[src/rtl/div_unit.sv]
// Iterative radix-2 restoring divider, 32 iterations, result {rem, quo}.
// Define DIV_SIGNED_EN to honour signed_div_i (DIV); otherwise DIVU only.
module div_unit (
   input  logic        clk,
   input  logic        rst,
   input  logic        signed_div_i,
   input  logic [31:0] opdata1_i,
   input  logic [31:0] opdata2_i,
   input  logic        start_i,
   input  logic        annul_i,
   output logic [63:0] result_o,
   output logic        ready_o
);

   typedef enum logic [1:0] {
      S_FREE,
      S_BY_ZERO,
      S_ON,
      S_END
   } state_e;

   state_e      state_q, state_d;
   logic [5:0]  cnt_q, cnt_d;
   logic [31:0] dvd_q, dvd_d;
   logic [31:0] dvs_q, dvs_d;
   logic [31:0] rem_q, rem_d;
   logic [63:0] result_q, result_d;
   logic        ready_q, ready_d;

   logic [32:0] shifted;
   logic [33:0] trial;
   logic [31:0] op1_mag, op2_mag;
   logic [31:0] quo_fix, rem_fix;
   logic        accept;

   assign accept = (state_q == S_FREE) && start_i && !annul_i;

`ifdef DIV_SIGNED_EN
   logic neg1, neg2;
   logic negq_q, negq_d, negr_q, negr_d;

   assign neg1    = signed_div_i & opdata1_i[31];
   assign neg2    = signed_div_i & opdata2_i[31];
   assign op1_mag = neg1 ? -opdata1_i : opdata1_i;
   assign op2_mag = neg2 ? -opdata2_i : opdata2_i;
   assign quo_fix = negq_q ? -dvd_q : dvd_q;
   assign rem_fix = negr_q ? -rem_q : rem_q;

   // Remainder follows the dividend sign; quotient flips on sign mismatch.
   always_comb begin
      negq_d = negq_q;
      negr_d = negr_q;
      if (accept) begin
         negq_d = neg1 ^ neg2;
         negr_d = neg1;
      end
   end

   always_ff @(posedge clk or negedge rst) begin
      if (!rst) begin
         negq_q <= 1'b0;
         negr_q <= 1'b0;
      end else begin
         negq_q <= negq_d;
         negr_q <= negr_d;
      end
   end
`else
   logic unused_sign;

   assign unused_sign = signed_div_i;
   assign op1_mag     = opdata1_i;
   assign op2_mag     = opdata2_i;
   assign quo_fix     = dvd_q;
   assign rem_fix     = rem_q;
`endif

   // Quotient bits shift into the dividend register as it empties.
   assign shifted = {rem_q, dvd_q[31]};
   assign trial   = {1'b0, shifted} - {2'b00, dvs_q};

   always_comb begin
      state_d  = state_q;
      cnt_d    = cnt_q;
      dvd_d    = dvd_q;
      dvs_d    = dvs_q;
      rem_d    = rem_q;
      result_d = result_q;
      ready_d  = ready_q;
      unique case (state_q)
         S_FREE: begin
            if (accept) begin
               dvd_d = op1_mag;
               dvs_d = op2_mag;
               rem_d = '0;
               cnt_d = '0;
               if (opdata2_i == '0) begin
                  state_d = S_BY_ZERO;
               end else begin
                  state_d = S_ON;
               end
            end
         end
         S_BY_ZERO: begin
            state_d  = S_END;
            result_d = '0;
            ready_d  = 1'b1;
         end
         S_ON: begin
            if (annul_i) begin
               state_d = S_FREE;
               cnt_d   = '0;
            end else if (cnt_q < 6'd32) begin
               if (!trial[33]) begin
                  rem_d = trial[31:0];
                  dvd_d = {dvd_q[30:0], 1'b1};
               end else begin
                  rem_d = shifted[31:0];
                  dvd_d = {dvd_q[30:0], 1'b0};
               end
               cnt_d = cnt_q + 6'd1;
            end else begin
               state_d  = S_END;
               result_d = {rem_fix, quo_fix};
               ready_d  = 1'b1;
            end
         end
         S_END: begin
            if (!start_i || annul_i) begin
               state_d  = S_FREE;
               result_d = '0;
               ready_d  = 1'b0;
            end
         end
      endcase
   end

   always_ff @(posedge clk or negedge rst) begin
      if (!rst) begin
         state_q  <= S_FREE;
         cnt_q    <= '0;
         dvd_q    <= '0;
         dvs_q    <= '0;
         rem_q    <= '0;
         result_q <= '0;
         ready_q  <= 1'b0;
      end else begin
         state_q  <= state_d;
         cnt_q    <= cnt_d;
         dvd_q    <= dvd_d;
         dvs_q    <= dvs_d;
         rem_q    <= rem_d;
         result_q <= result_d;
         ready_q  <= ready_d;
      end
   end

   assign result_o = result_q;
   assign ready_o  = ready_q;

endmodule

[config.mk]
export PLATFORM = sky130hd
export DESIGN_NAME = div_unit
export DESIGN_NICKNAME = d
export VERILOG_FILES = /design/src/rtl/div_unit.sv
export SDC_FILE = /design/constraint.sdc
export NUM_CORES = 1
export LEC_CHECK = 0
export ABC_AREA = 1
export CAP_MARGIN = 30
export CORE_MARGIN = 2
export CORE_UTILIZATION = 56
export CTS_CLUSTER_SIZE = 12
export DETAILED_ROUTE_END_ITERATION = 12
export PLACE_DENSITY_LB_ADDON = 0.25
export SLEW_MARGIN = 20
export SYNTH_ARGS = -nofsm -noshare
export SYNTH_HDL_FRONTEND = slang
export SYNTH_SLANG_ARGS = --single-unit
[constraint.sdc]
create_clock -name clk -period 2.22 [get_ports clk]
set_input_delay 0.444 -clock clk [delete_from_list [all_inputs] [get_ports clk]]
set_output_delay 0.444 -clock clk [all_outputs]
set_load 0.005 [all_outputs]
# After elaboration in Yosys (flattened, before gate mapping)
# Cells that the tools add are included.
[totals] in_bits=69 ff_bits=169 output_inout_bits=65
[classes] eq_ne=10 n_reduce_logical=14 n_lt_le_gt_ge=1 mux=28 n_addsub=2
[ops] operator="$mux W32" n=7
[ops] operator="$mux W64" n=3
[ops] operator="$pmux W64 S3" n=1
[ops] operator="$pmux W32 S2" n=2
[ops] operator="$sub A33 B32 Y34" n=1
[ops] operator="$logic_not A32 Y1" n=1
[ops] operator="$mux W6" n=3
[ops] operator="$pmux W6 S2" n=1
[ops] operator="$mux W2" n=5
[ops] operator="$ne A2 B2 Y1 const B" n=5
[ops] operator="$pmux W2 S4" n=1
[ops] operator="$reduce_and A4 Y1" n=2
[ops] operator="$add A6 B1 Y6 const B" n=1
[ops] operator="$lt A6 B6 Y1 const B" n=1
[ops] operator="$ne A3 B3 Y1 const B" n=2
[ops] operator="$reduce_and A3 Y1" n=2
[ops] operator="$eq A2 B2 Y1 const B" n=2
[ops] operator="$mux W1" n=4
[ops] operator="$pmux W1 S3" n=1
[ops] operator="$reduce_bool A3 Y1" n=1
[ops] operator="$eq A2 B1 Y1 const B" n=1
[ops] operator="$logic_and A1 B1 Y1" n=2
[ops] operator="$logic_not A1 Y1" n=2
[ops] operator="$logic_not A2 Y1" n=1
[ops] operator="3 further kinds" n=3

# Depth between registers and ports, before layout
[logic_depth] word_depth=5 ltp_mapped=17 mapped_depth_nobuf=16

# Worst setup path before layout
# OpenSTA, ideal clock, no wires.
[synth_timing] path_type="register to register" startpoint="register dvd_q[31]" endpoint="register rem_q[26], in the netlist rem_fix[26]" setup_time_ns=0.116 period_less_slack_ns=1.962 path_slack_ns=0.258 required_time_ns=2.104 t_arrival_ns=1.845 n_path_buf=0 stages_incl_launch_ff=17 path_cell_list="dfrtp_1 > inv_1 > ha_1 > inv_1 > fa_1 > nand3_1 > nand2_1 > nand2_1 > nand2_1 > nand2_1 > nand2_1 > nand2_1 > nand3_1 > nand2_1 > nand3_1 > nand2_1 > nand2_1"
[synth_between] elab_chain_cells=5
[synth_rtl] item="start: declaration" line_no="24" text="logic [31:0] dvd_q, dvd_d;"
[synth_rtl] item="start signal: assignment" line_no="150" text="dvd_q <= dvd_d;"
[synth_rtl] item="$sub A33 B32 Y34" line_no="80" text="assign trial = {1'b0, shifted} - {2'b00, dvs_q};"
[synth_rtl] item="$mux W32" line_no="114" text="if (!trial[33]) begin"
[synth_rtl] item="$mux W32" line_no="113" text="end else if (cnt_q < 6'd32) begin"
[synth_rtl] item="$mux W32" line_no="110" text="if (annul_i) begin"
[synth_rtl] item="$pmux W32 S2" line_no="90" text="unique case (state_q)"
[synth_rtl] item="end signal: assignment" line_no="152" text="rem_q <= rem_d;"
[synth_rtl] item="end: declaration" line_no="26" text="logic [31:0] rem_q, rem_d;"
# No other way between the ends. The select of a mux whose other input is x is not followed.
# A chain may end at the register's enable or synchronous reset.

# Final worst setup path
[layout_timing] startpoint="register dvs_q[6]" endpoint="register rem_q[10], in the netlist rem_fix[10]"
[layout_between] elab_chain_cells=5
[layout_rtl] item="start: declaration" line_no="25" text="logic [31:0] dvs_q, dvs_d;"
[layout_rtl] item="start signal: assignment" line_no="151" text="dvs_q <= dvs_d;"
[layout_rtl] item="$sub A33 B32 Y34" line_no="80"
[layout_rtl] item="$mux W32" line_no="114"
[layout_rtl] item="$mux W32" line_no="113"
[layout_rtl] item="$mux W32" line_no="110"
[layout_rtl] item="$pmux W32 S2" line_no="90"
# No other way between the ends. The select of a mux whose other input is x is not followed.

==> results.md <==
* Final period util at between 90% and 100%
* Layout Area Growth over Synthesis at 35.68%
* Worst hold margin at -8.435 ps
* Row count at 47
* Root buf cell: clkbuf_16
* Worst path cell trace: inv_1, ha_4, nand2_1, nand2_1, a21oi_2, nand3_2, nand2_2, nand2_4, nand2_4, nand2_8, buf_12, buf_12, nand2_1, nand3_1, o21ai_1
* Routability cong. at approximately 0.95
* Distinct cells, synth at 41
* CP max stage delay at about 370 ps
* CP max-delay cell: dfrtp_1
* Sequential Area at 0.004235 sq mm
* Largest delay share family, worst path: simple AND/OR/NAND/NOR gates
* Final wirelength at 28170 microns
* Final setup violation count at 0
* Core Area at 0.01664 sq mm
* DRT antenna net count at 0
* H-tree depth at 4
* Clock Skew at ~13 ps
* Vias in the first global route at about 9000
* GRT Residual Overflow at 0
* Power Total at between 20 and 25 mW
* Avg Cell Area, Syn at ~7.5 sq um
* Initial antenna violation count at 0
* Asr flop ratio synth at 100.0%
* Register area share after synthesis at 44.21%
* Worst Max-Slew Pin Slew at 610.7 ps
* Antenna cells at 0
* Number of hold buffers added after CTS at 0
* Synthesized Nets at roughly 1400
* Slack of the critical path at around 55 ps
* Failing checks: hold timing
* Nets at approximately 1600
* Int Pwr at ~13 mW
* CTS Buffer Depth at 2
* Clock Latency Late Sink at approximately 440 ps
* Critical path peak fanout at 6
* DPL Wire Length at about 20000 microns
* Worst EP arrival at roughly 2500 ps
* Startpoint type of the worst setup path: register
* Multi-input logic area at between 0.005 and 0.006 sq mm
* Clock share of power at between 10% and 20%
* # port buffers at between 100 and 150
* Fillers at 1213
* TritonCTS clock tree: built
* Yosys reg bits at about 170
* VDD IR max at between 1 and 1.5 mV
* Die area at between 0.015 and 0.02 sq mm
* GRT Total Usage at 31.29%
* Worst Path Buf+Inv at 3
* Net switching power at 10.29 mW
* Element type at the critical path end: register
* Power share of the combinational group at 62.9%
* Final Hold Viols at 7
* Most frequent CP cell: nand2_1
* P per Cell Area at between 1500 and 2000 mW/mm^2
* Dpl ws at -82.21 ps
* Pin count of the biggest net entering global routing at 60
* Synth Cell Area at 0.009565 sq mm
* Vias at between 9000 and 10000
* # DRC at 0
* Synth warn at 0
* Outcome: finished, violations left
* Max-slew violations at 0
* Max cap viols at 0
* Global-route wire length before repair at 44540 microns
* Tmin final at 2165 ps
* Post-synthesis cell count at ~1300
* Avg WL per Cell at 16.60 microns
* Post-synth EDFFs at 0
* Via-to-Cell Ratio at 5.513
* Hold Path Class: primary input to asynchronous set/reset pin
* DR pass1 iterations at 5
* DIE HEIGHT at approximately 130 microns
* Die W at between 100 and 150 microns
* Reg clk slew, reported paths at 70 ps
* 1st-iter DRT viols at approximately 790
* Clk sinks at between 150 and 200
* Leak Pwr at between 6 and 7 nW
* Initial core utilization at between 50% and 60%
* Headroom to the max-slew limit at between 50% and 60%
* TritonCTS Buffers at 17
* Io pins at between 100 and 150
* Ys flop type: dfrtp_1
* Kind of critical path: register to register
* Layout cell share with drive strength beyond 1 at 16.99%
* Sequential power share at 23.0%
* Worst path required time at ~2600 ps
* Net Sw Frac at 45.11%
* RSZ-0062 raised after global routing: true
* F_max at 461.9 MHz
==> metrics by stage <==
stage	setup TNS [ps]	area (sq um)	cells	utilization (%)	hold slack, ps
floorplan	0	9565	1271	-	148.4
global placement	-15.01	11670	1652	70.13	464.5
detailed placement	-127.7	11670	1652	70.13	469.7
CTS	0	12330	1684	74.11	2.649
global route	-552.6	12980	1697	77.99	30.10
finish	0	12980	1697	77.99	-8.435
==> synth_stat cells, types with 3 or more instances <==
| master | count | area, sq um |
|---|---|---|
| o21bai_1 | 6 | 45.04 |
| nor2_1 | 89 | 334.1 |
| o31ai_1 | 16 | 120.1 |
| dfrtp_1 | 169 | 4229 |
| nor4_1 | 9 | 56.30 |
| buf_4 | 7 | 52.55 |
| ha_1 | 33 | 412.9 |
| nand2_4 | 3 | 33.78 |
| nand3_1 | 77 | 385.4 |
| clkbuf_1 | 27 | 101.4 |
| nand4_1 | 11 | 68.82 |
| inv_1 | 137 | 514.2 |
| nand2_2 | 5 | 31.28 |
| o21ai_1 | 14 | 70.07 |
| nor2_4 | 3 | 33.78 |
| xnor2_1 | 15 | 131.4 |
| nand3b_2 | 7 | 78.83 |
| nand3b_1 | 8 | 60.06 |
| a21oi_1 | 34 | 170.2 |
| nor3_1 | 8 | 40.04 |
| nand3_2 | 3 | 30.03 |
| inv_2 | 10 | 37.54 |
| a31oi_1 | 32 | 200.2 |
| nand2_1 | 420 | 1577 |
| a21o_1 | 3 | 22.52 |
| buf_6 | 4 | 45.04 |
| o21ai_0 | 91 | 455.4 |
| nor2_2 | 5 | 31.28 |
| buf_2 | 13 | 65.06 |
==> power groups by stage <==
stage,registers (mW),clock network (mW),logic (mW)
after floorplan,5.07,0,7.70
after global placement,5.13,0,12.0
after detailed placement,5.21,0,12.3
after CTS,5.17,3.25,12.5
after global routing,5.38,3.38,15.7
final,5.25,3.22,14.3
==> final cells by class <==
type	count	area share, %
multi-input cells	902	38.83
clock inverters	15	1.610
repair buffers	227	17.28
well taps	220	2.121
flip-flops and latches	169	32.63
clock buffers	17	3.278
inverters	147	4.251
==> placed cells by master, fill, tap and decap left out, types with 20 or more instances in the layout <==
master           synthesis  routed
a21oi_1                 34      26
a31oi_1                 32      32
buf_4                    7      75
clkdlybuf4s50_1          0     131
dfrtp_1                169     164
ha_4                     0      23
inv_1                  137     129
nand2_1                420     396
nand2_2                  5      20
nand3_1                 77      73
nor2_1                  89      85
o21ai_0                 91      91
==> cells by family (layout without fill, tap and decap cells) <==
| family | count (synthesis) | after routing | synth area share, % |
|---|---|---|---|
| AOI/OAI and AO/OA | 200 | 200 | 11.77 |
| xor gates and xnor gates | 15 | 15 | 1.373 |
| adders and majority gates | 34 | 34 | 4.526 |
| buffers and inverters | 200 | 406 | 8.725 |
| DFF | 169 | 169 | 44.21 |
| muxes | 1 | 1 | 0.1177 |
| and+or+nand+nor | 652 | 652 | 29.27 |
==> repair_timing <==
action,4_1_cts,5_1_grt
cloned,0,1
gates resized for setup,8,98
pin swaps,1,23
setup endpoints to repair,10,33
endpoints found under the hold margin,0,0
buffers inserted,0,12
==> path summary, 6_finish.rpt <==
path,start,to,slack [ps],cells past startpoint
min in group clk,result_o[63]$_DFFE_PN0P_,result_o[63]$_DFFE_PN0P_,480,2
setup / recovery,dvs_q[6]$_DFFE_PN0P_,rem_fix[10]$_DFFE_PN0P_,60,15
hold / removal,rst,dvs_q[19]$_DFFE_PN0P_,-8,1
setup reg to reg,dvs_q[6]$_DFFE_PN0P_,rem_fix[10]$_DFFE_PN0P_,60,15
hold reg to reg,result_o[63]$_DFFE_PN0P_,result_o[63]$_DFFE_PN0P_,480,2
max in group asynchronous,rst,result_o[45]$_DFFE_PN0P_,1580,2
==> routing by layer <==
metal	track usage [%]	wire (microns)	part of all wire [%]	vias to the layer above
met1	40.81	11840	42	4441
li1	-	-	-	4498
met3	4.617	1619	5.7	66
met5	0	0	0	-
met2	52.68	13660	48	350
met4	12.51	1051	3.7	0
==> sequential cells by signal, indices dropped and copies added (netlist names) <==
register	cells
state_q	2
ready_o	1
dvs_q	32
dvd_q	32
cnt_q	6
result_o	64
rem_fix	32
(Power assumes the default switching activity.)
